===== config.mk =====
export PLATFORM = sky130hd
export DESIGN_NAME = mem_copy_engine_flat
export DESIGN_NICKNAME = d
export VERILOG_FILES = /design/src/rtl/mem_copy_engine_pkg.sv /design/src/rtl/mem_copy_engine_if.sv /design/src/rtl/mem_copy_engine_csum.sv /design/src/rtl/mem_copy_engine.sv /design/src/flat_wrapper.sv
export SDC_FILE = /design/constraint.sdc
export NUM_CORES = 1
export LEC_CHECK = 0
export CELL_PAD_IN_SITES_DETAIL_PLACEMENT = 1
export CELL_PAD_IN_SITES_GLOBAL_PLACEMENT = 2
export CORE_MARGIN = 2
export CORE_UTILIZATION = 30
export DETAILED_ROUTE_END_ITERATION = 10
export PLACE_DENSITY = 0.83
export SLEW_MARGIN = 15
export SYNTH_ARGS = -nofsm -noshare
export SYNTH_HDL_FRONTEND = slang
export SYNTH_SLANG_ARGS = --single-unit
export TNS_END_PERCENT = 30

===== constraint.sdc =====
create_clock -name clk -period 2.88 [get_ports clk]
set_input_delay 0.576 -clock clk [delete_from_list [all_inputs] [get_ports clk]]
set_output_delay 0.576 -clock clk [all_outputs]
set_load 0.01 [all_outputs]

===== src/rtl/mem_copy_engine_pkg.sv =====
// Shared types for the byte-serial memory copy engine (optional MEM_COPY_CHECKSUM_EN build).
package mem_copy_pkg;

  localparam int unsigned DEFAULT_N = 8;

  typedef enum logic [1:0] {
    IDLE = 2'd0,
    RD   = 2'd1,
    WR   = 2'd2,
    DONE = 2'd3
  } state_t;

endpackage


===== src/rtl/mem_copy_engine_if.sv =====
// Memory-side bus of the copy engine; master is the engine, slave is the memory.
interface mem_copy_engine_if
  import mem_copy_pkg::*;
#(
  parameter int unsigned N = DEFAULT_N
) ();

  logic         mem_we;
  logic [N-1:0] mem_addr;
  logic [N-1:0] mem_wdata;
  logic [N-1:0] mem_rdata;

  modport master (
    output mem_we,
    output mem_addr,
    output mem_wdata,
    input  mem_rdata
  );

  modport slave (
    input  mem_we,
    input  mem_addr,
    input  mem_wdata,
    output mem_rdata
  );

endinterface


===== src/rtl/mem_copy_engine_csum.sv =====
// Running mod-2^N sum of written bytes; only instantiated under MEM_COPY_CHECKSUM_EN.
module mem_copy_csum
  import mem_copy_pkg::*;
#(
  parameter int unsigned N = DEFAULT_N
) (
  input  logic         clk,
  input  logic         rst,
  input  logic         clear,
  input  logic         en,
  input  logic [N-1:0] data,
  output logic [N-1:0] sum
);

  always_ff @(posedge clk or posedge rst) begin
    if (rst) begin
      sum <= '0;
    end else if (clear) begin
      sum <= '0;
    end else if (en) begin
      sum <= sum + data;
    end
  end

endmodule


===== src/rtl/mem_copy_engine.sv =====
// Forward byte-serial memory copy engine (RD/WR per byte).
// Define MEM_COPY_CHECKSUM_EN to add the checksum output.
module mem_copy_engine
  import mem_copy_pkg::*;
#(
  parameter int unsigned N = DEFAULT_N
) (
  input  logic               clk,
  input  logic               rst,
  input  logic               start,
  input  logic [N-1:0]       src,
  input  logic [N-1:0]       dst,
  input  logic [N-1:0]       len,
  output logic               busy,
  output logic               done,
  mem_copy_engine_if.master  mem
`ifdef MEM_COPY_CHECKSUM_EN
  ,
  output logic [N-1:0]       checksum
`endif
);

  state_t       state;
  logic [N-1:0] src_q;
  logic [N-1:0] dst_q;
  logic [N-1:0] len_q;
  logic [N-1:0] idx;
  logic         we_q;
  logic [N-1:0] addr_q;
  logic [N:0]   idx_nxt;

  // One extra bit so idx+1 never wraps before comparing against len.
  assign idx_nxt = {1'b0, idx} + (N+1)'(1);

  always_ff @(posedge clk or posedge rst) begin
    if (rst) begin
      state  <= IDLE;
      src_q  <= '0;
      dst_q  <= '0;
      len_q  <= '0;
      idx    <= '0;
      busy   <= 1'b0;
      done   <= 1'b0;
      we_q   <= 1'b0;
      addr_q <= '0;
    end else begin
      case (state)
        IDLE: begin
          if (start) begin
            if (len != '0) begin
              src_q  <= src;
              dst_q  <= dst;
              len_q  <= len;
              idx    <= '0;
              busy   <= 1'b1;
              addr_q <= src;
              state  <= RD;
            end else begin
              done  <= 1'b1;
              state <= DONE;
            end
          end
        end
        RD: begin
          we_q   <= 1'b1;
          addr_q <= dst_q + idx;
          state  <= WR;
        end
        WR: begin
          idx  <= idx_nxt[N-1:0];
          we_q <= 1'b0;
          if (idx_nxt < {1'b0, len_q}) begin
            addr_q <= src_q + idx_nxt[N-1:0];
            state  <= RD;
          end else begin
            addr_q <= '0;
            busy   <= 1'b0;
            done   <= 1'b1;
            state  <= DONE;
          end
        end
        DONE: begin
          done  <= 1'b0;
          idx   <= '0;
          state <= IDLE;
        end
        default: state <= IDLE;
      endcase
    end
  end

  // Read data returns in the WR cycle, so write data is a pass-through.
  assign mem.mem_we    = we_q;
  assign mem.mem_addr  = addr_q;
  assign mem.mem_wdata = (state == WR) ? mem.mem_rdata : '0;

`ifdef MEM_COPY_CHECKSUM_EN
  mem_copy_csum #(
    .N(N)
  ) u_csum (
    .clk   (clk),
    .rst   (rst),
    .clear (state == IDLE && start),
    .en    (we_q),
    .data  (mem.mem_wdata),
    .sum   (checksum)
  );
`endif

endmodule


===== src/flat_wrapper.sv =====
// flat-port wrapper written by rule: the top's interface ports become plain ports
module mem_copy_engine_flat import mem_copy_pkg::*;
#(
  parameter int unsigned N = DEFAULT_N
)
  (clk, rst, start, src, dst, len, busy, done, mem_mem_we, mem_mem_addr, mem_mem_wdata, mem_mem_rdata);
  mem_copy_engine_if #(.N(N)) mem_i ();
  input  logic clk;
  input  logic rst;
  input  logic start;
  input  logic [N-1:0] src;
  input  logic [N-1:0] dst;
  input  logic [N-1:0] len;
  output logic busy;
  output logic done;
  output wire logic [$bits(mem_i.mem_we)-1:0] mem_mem_we;
  output wire logic [$bits(mem_i.mem_addr)-1:0] mem_mem_addr;
  output wire logic [$bits(mem_i.mem_wdata)-1:0] mem_mem_wdata;
  input wire logic [$bits(mem_i.mem_rdata)-1:0] mem_mem_rdata;
  assign mem_mem_we = mem_i.mem_we;
  assign mem_mem_addr = mem_i.mem_addr;
  assign mem_mem_wdata = mem_i.mem_wdata;
  assign mem_i.mem_rdata = mem_mem_rdata;
  mem_copy_engine #(.N(N)) u_core (.clk(clk), .rst(rst), .start(start), .src(src), .dst(dst), .len(len), .busy(busy), .done(done), .mem(mem_i));
endmodule

==> results of run 1 <==
## state kept, by name, summed over array words and instances, names as in the netlist
register / flops
u_core.state: 2
u_core.src_q: 8
u_core.busy: 1
u_core.idx: 8
u_core.mem.mem_we: 1
u_core.mem.mem_addr: 8
u_core.done: 1
u_core.dst_q: 8
u_core.len_q: 8
## cell type report
class,count,area [um^2],area share
clock buffer,5,68.8,0.0172
clock inverter,2,35.0,0.00876
timing repair buffer,73,692,0.173
sequential,45,1130,0.282
multi-input combinational,223,1820,0.456
inverter,22,82.6,0.0207
tap,133,166,0.0416
## worst reg2reg max path, stage by stage (launching register included)
cell	delay [ns]
dfrtp_1	0.38
ha_1	0.22
nand3_2	0.12
buf_4	0.18
xnor2_4	0.13
ha_1	0.30
a21o_1	0.18
a221o_1	0.37
or3_2	0.49
a211oi_2	0.23
a31oi_1	0.06
## worst min-delay path by stage
stage / from / slack (ns) / endpoint / cells past startpoint
4_1_cts: u_core.src_q[0] / 0.51 / u_core.src_q[0] / 1
5_1_grt: u_core.src_q[0] / 0.53 / u_core.src_q[0] / 1
3_5_place_dp: u_core.src_q[0] / 0.49 / u_core.src_q[0] / 1
6_report: u_core.src_q[0] / 0.51 / u_core.src_q[0] / 1
2_1_floorplan: u_core.len_q[0] / 0.46 / u_core.len_q[0] / 1
3_3_place_gp: u_core.src_q[0] / 0.48 / u_core.src_q[0] / 1
## metrics by stage
step	util	setup TNS, ns	power, W	hold WS, ns	cell area [um^2]
CTS	0.400	0	0.00372	0.510	3910
global placement	0.388	0	0.00315	0.481	3790
floorplan	-	0	0.00249	0.459	3020
global route	0.409	-0.0421	0.00403	0.530	4000
detailed placement	0.388	-0.0281	0.00323	0.490	3790
finish	0.409	0	0.00370	0.507	4000
## synth_stat cells (4+ instances only)
cell	instances	area share
dfrtp_1	45	0.37
nand2_1	20	0.025
xnor2_1	9	0.026
a21oi_1	15	0.025
o21ai_0	20	0.033
ha_1	27	0.11
and3_1	7	0.015
a211oi_1	4	0.010
nand3_1	6	0.010
mux2_1	16	0.060
xor2_1	7	0.020
and2_1	9	0.019
nor2_1	20	0.025
mux2_2	8	0.030
a21o_1	7	0.017
a221oi_1	5	0.015
inv_1	21	0.026
clkbuf_1	4	0.0050
a211oi_2	5	0.021
## report_power, final
part           internal (W)  switching, W  leakage [nW]  total [W]
combinational       0.00101       0.00112          1.23    0.00212
sequential         0.000911      0.000184         0.538    0.00110
clock              0.000253      0.000227        0.0540   0.000479
## logic make-up (layout without fill, tap and decap cells)
kind of cell / Yosys count / after routing / share of synthesized area
AOI/OAI and AO/OA: 75 / 75 / 0.174
xor gates and xnor gates: 17 / 17 / 0.0539
adders and majority gates: 29 / 29 / 0.125
buffers and inverters: 31 / 102 / 0.0456
DFF: 45 / 45 / 0.373
muxes: 25 / 25 / 0.0929
and+or+nand+nor: 77 / 77 / 0.135
## timing repair
action | 4_1_cts | 5_1_grt
endpoints found under the setup margin | 2 | 10
hold buffers | 0 | 0
pin swaps | 0 | 3
gates resized for setup | 3 | 14
setup buffers | 0 | 2
## routing by layer
metal / global-route usage / part of all wire / up-vias
met2: 0.282 / 0.51 / 50
li1: - / - / 1200
met4: 0.0174 / 0.0042 / 0
met1: 0.186 / 0.45 / 1201
met3: 0.0288 / 0.036 / 5
met5: 0 / 0 / -
==> results.toml, run 1 <==
[logic_synthesis]
yosys_warnings = 0
syn_avg_cell_area_um2 = 10.1
synth-edff-count = 0
syn_inst = 299
ys_ff_latch = 45
synth_ff_type = "dfrtp_1"
synthesis.area_um2 = 3020
syn_nets = 363
seq_area_frac_synth = 0.373
synth.distinct_cells = 51
synthArstFlopShare = 1.00

[die]
dieArea_um2 = 10900
ioPinCount = 54
die_w_um = 104
initial_core_util = 0.309
core-area_um2 = 9770
rows = 36
die_h_um = 104

[power]
ir_drop_mv = 0.372
p_leak_nw = 1.82
p_per_area_nw_per_um2 = 925

[setup_path]
crit_top_cell = "ha_1"
crit_start = "u_core.idx[0]"
crit_fanout = 2
critPathKind = "register to register"
r2r_start = "u_core.idx[0]"
crit_slowest_cell = "or3_2"
endpoint = "u_core.state[1]"
timing.rr.end = "u_core.state[1]"
reg2regPathDepth = 10
crit_path_end_kind = "register"
critPathLaunchType = "register"
reg2reg_slack_ns = 0.09
path_cells = "ha_1 -> nand3_2 -> buf_4 -> xnor2_4 -> ha_1 -> a21o_1 -> a221o_1 -> or3_2 -> a211oi_2 -> a31oi_1"
critPathMaxStageDelay_ns = 0.49
cpLargestDelayFamily = "compound AO/OA/AOI/OAI gates"
worstSetupPathDepth = 10
critPathArrivalTime_ns = 2.95
worstPathRequired_ns = 3.04
worstPathBufferInverterCount = 1

[job]
maxCapViolCount = 0

[sta]
tightest_slew_ns = 0.609
period_minus_slack_ns = 2.79
finalHoldViolCount = 0
fmax_ghz = 0.359
fin_crit_sh = 0.968
slew_viol_final = 0
fin_ws_ns = 0.0908
setup_viol = 0
skew_ns = 0.0154
relSlewSlack = 0.594

[placed_design]
hpwl_mm = 6.36
placed_cells = 494
dpl_worst_slack_ns = -0.0281
gp_congestion = 0.788
io_buffers = 53

[global_routing]
gr-usage-all-layers = 0.152
grt_overflow_total = 0
grt_pass1_vias = 2685
grt_antenna_before_repair = 0
grt_max_degree = 46
grt_pass1_wl_mm = 13.3

[cells_and_area]
fill_cells = 1103
final_cell_mix = "clkdlybuf4s50_1, dfrtp_1, ha_1"
fin_cells = 503
layout_commonest_cell = "clkdlybuf4s50_1"
n_antenna_cell = 0
nets = 434
drive_above_1_share = 0.173
syn2layout_area_growth_pct = 32.5

[detailed_routing]
ant_nets = 0
wl_mm = 8.02
vias = 2456
vias_per_cell = 4.88
drc = 0
wl_per_cell_um = 15.9
drt_iter0_drc = 47
drt-pass1-iter-count = 4

[clocking]
clk-insertion-delay-late_ns = 0.31
cts_buffers = 5
clk_pin_slew_ns = 0.09
cts_root_buf = "clkbuf_8"
clock-sinks = 45
cts_tree = "done"
cts_buffer_depth = 2
h-tree-depth = 2

[run_status]
status = "complete, no violations"

[hold_path]
worstHoldPathType = "register to register"
Note: power is estimated with default switching activity, not from simulation.
==> run 2, diff against run 1 <==
Settings changed: CELL_PAD_IN_SITES_DETAIL_PLACEMENT 1 to unset, CELL_PAD_IN_SITES_GLOBAL_PLACEMENT 2 to unset, CORE_UTILIZATION 30 to 48, PLACE_DENSITY 0.83 to 0.84, SLEW_MARGIN 15 to 5.
==> run 2 against run 1 <==
First-iteration DRC count rose to 3.8 times the previous value. Clock skew down 0.0090 ns. Count of clock-buffer cells in the layout up 2. Largest power group unchanged. Highest routed layer unchanged. Final cell count down 12%. Non-clock buffer count down 3.
==> results.toml, run 2 (same netlist as run 1, synthesis figures left out) <==
[die]
die_w_um = 83.3
die_h_um = 83.3
ioPinCount = 54
rows = 28
initial_core_util = 0.504
dieArea_um2 = 6940
core-area_um2 = 5990

[cells_and_area]
multi_input_area_um2 = 1800
fin_cells = 442
n_antenna_cell = 0
final_cell_mix = "clkdlybuf4s50_1, dfrtp_1, ha_1"
drive_above_1_share = 0.150
seq_area_um2 = 1130
syn2layout_area_growth_pct = 27.4
fill_cells = 463
nets = 431
layout_commonest_cell = "clkdlybuf4s50_1"

[global_routing]
grt_antenna_before_repair = 0
grt_pass1_vias = 2586
grt_overflow_total = 0
gr-usage-all-layers = 0.217
grt_pass1_wl_mm = 12.2
grt_max_degree = 25

[placed_design]
gp_congestion = 0.949
hpwl_mm = 5.39
placed_cells = 434
io_buffers = 53

[detailed_routing]
wl_mm = 7.13
vias = 2482
drc = 0
drt-pass1-iter-count = 4
vias_per_cell = 5.62
ant_nets = 0
drt_iter0_drc = 179
wl_per_cell_um = 16.1

[power]
p_leak_nw = 1.77
ir_drop_mv = 0.493
finalPower_w = 0.00358
p_per_area_nw_per_um2 = 931

[setup_path]
crit_fanout = 7
path_cells = "nand2_1 -> nor3_2 -> xor2_1 -> ha_1 -> and3_1 -> a221o_1 -> or3_2 -> a211oi_2 -> a31oi_1"
worstPathRequired_ns = 3.04
crit_path_end_kind = "register"
critPathKind = "register to register"
critPathMaxStageDelay_ns = 0.50
critPathArrivalTime_ns = 2.96
critPathLaunchType = "register"
crit_slowest_cell = "or3_2"

[clocking]
cts_buffer_depth = 2
clk-insertion-delay-late_ns = 0.31
clk_pin_slew_ns = 0.08
hold_buffers = 0
h-tree-depth = 2
cts_buffers = 5
cts_tree = "done"
clock-sinks = 45
cts_root_buf = "clkbuf_8"

[sta]
slew_viol_final = 0
period_minus_slack_ns = 2.80
timing.hold.ws_ns = 0.505
setup_viol = 0
tightest_slew_ns = 0.693
fmax_ghz = 0.358
finalHoldViolCount = 0
skew_ns = 0.00640
fin_crit_sh = 0.971
relSlewSlack = 0.538
tns_ns = 0

[run_status]
status = "complete, no violations"

[hold_path]
worstHoldPathType = "register to register"

[job]
maxCapViolCount = 0
run 2: through the flow:
| step | worst slack [ns] | cell area, um^2 | utilization |
|---|---|---|---|
| floorplan | 0.0358 | 3020 | - |
| global placement | 0.148 | 3710 | 0.619 |
| detailed placement | 0.0264 | 3710 | 0.619 |
| CTS | 0.0183 | 3790 | 0.633 |
| global route | -0.00632 | 3840 | 0.642 |
| finish | 0.0838 | 3840 | 0.642 |
run 2: routing by layer:
layer,track usage,wire (um)
met1,0.255,3070
met5,0,0
met3,0.0467,306
met2,0.392,3650
met4,0.0730,107
run 2: what timing repair did:
action,CTS,global route
endpoints found under the setup margin,0,11
setup buffers,0,1
gates resized for setup,0,8
run 2: path summary, 6_finish.rpt:
path / startpoint / endpoint / slack (ns) / cells past startpoint
max: u_core.idx[2] / u_core.state[1] / 0.08 / 9
min: u_core.dst_q[3] / u_core.dst_q[3] / 0.51 / 1
max reg2reg: u_core.idx[2] / u_core.state[1] / 0.08 / 9
min reg2reg: u_core.dst_q[3] / u_core.dst_q[3] / 0.51 / 1
max in group asynchronous: rst / u_core.state[1] / 1.98 / 3
min in group asynchronous: rst / u_core.mem.mem_addr[4] / 0.62 / 3
run 2: cell type report:
class / count / share of cell area
Tap cell: 75 / 0.0244
Multi-Input combinational cell: 223 / 0.467
Timing Repair Buffer: 70 / 0.171
Inverter: 22 / 0.0215
Sequential cell: 45 / 0.293
Clock buffer: 7 / 0.0225
run 2: critical path, delay by kind of cell (launching register included):
family,cells,cell delay [ns]
and+or+nand+nor,4,1.08
xor gates and xnor gates,1,0.19
adders and majority gates,1,0.26
AOI/OAI and AO/OA,3,0.63
DFF,1,0.49
run 2: where the power goes:
part	total, W	internal, W	switching, W
logic	0.00209	0.000996	0.00109
clock network	0.000403	0.000191	0.000212
registers	0.00109	0.000912	0.000176
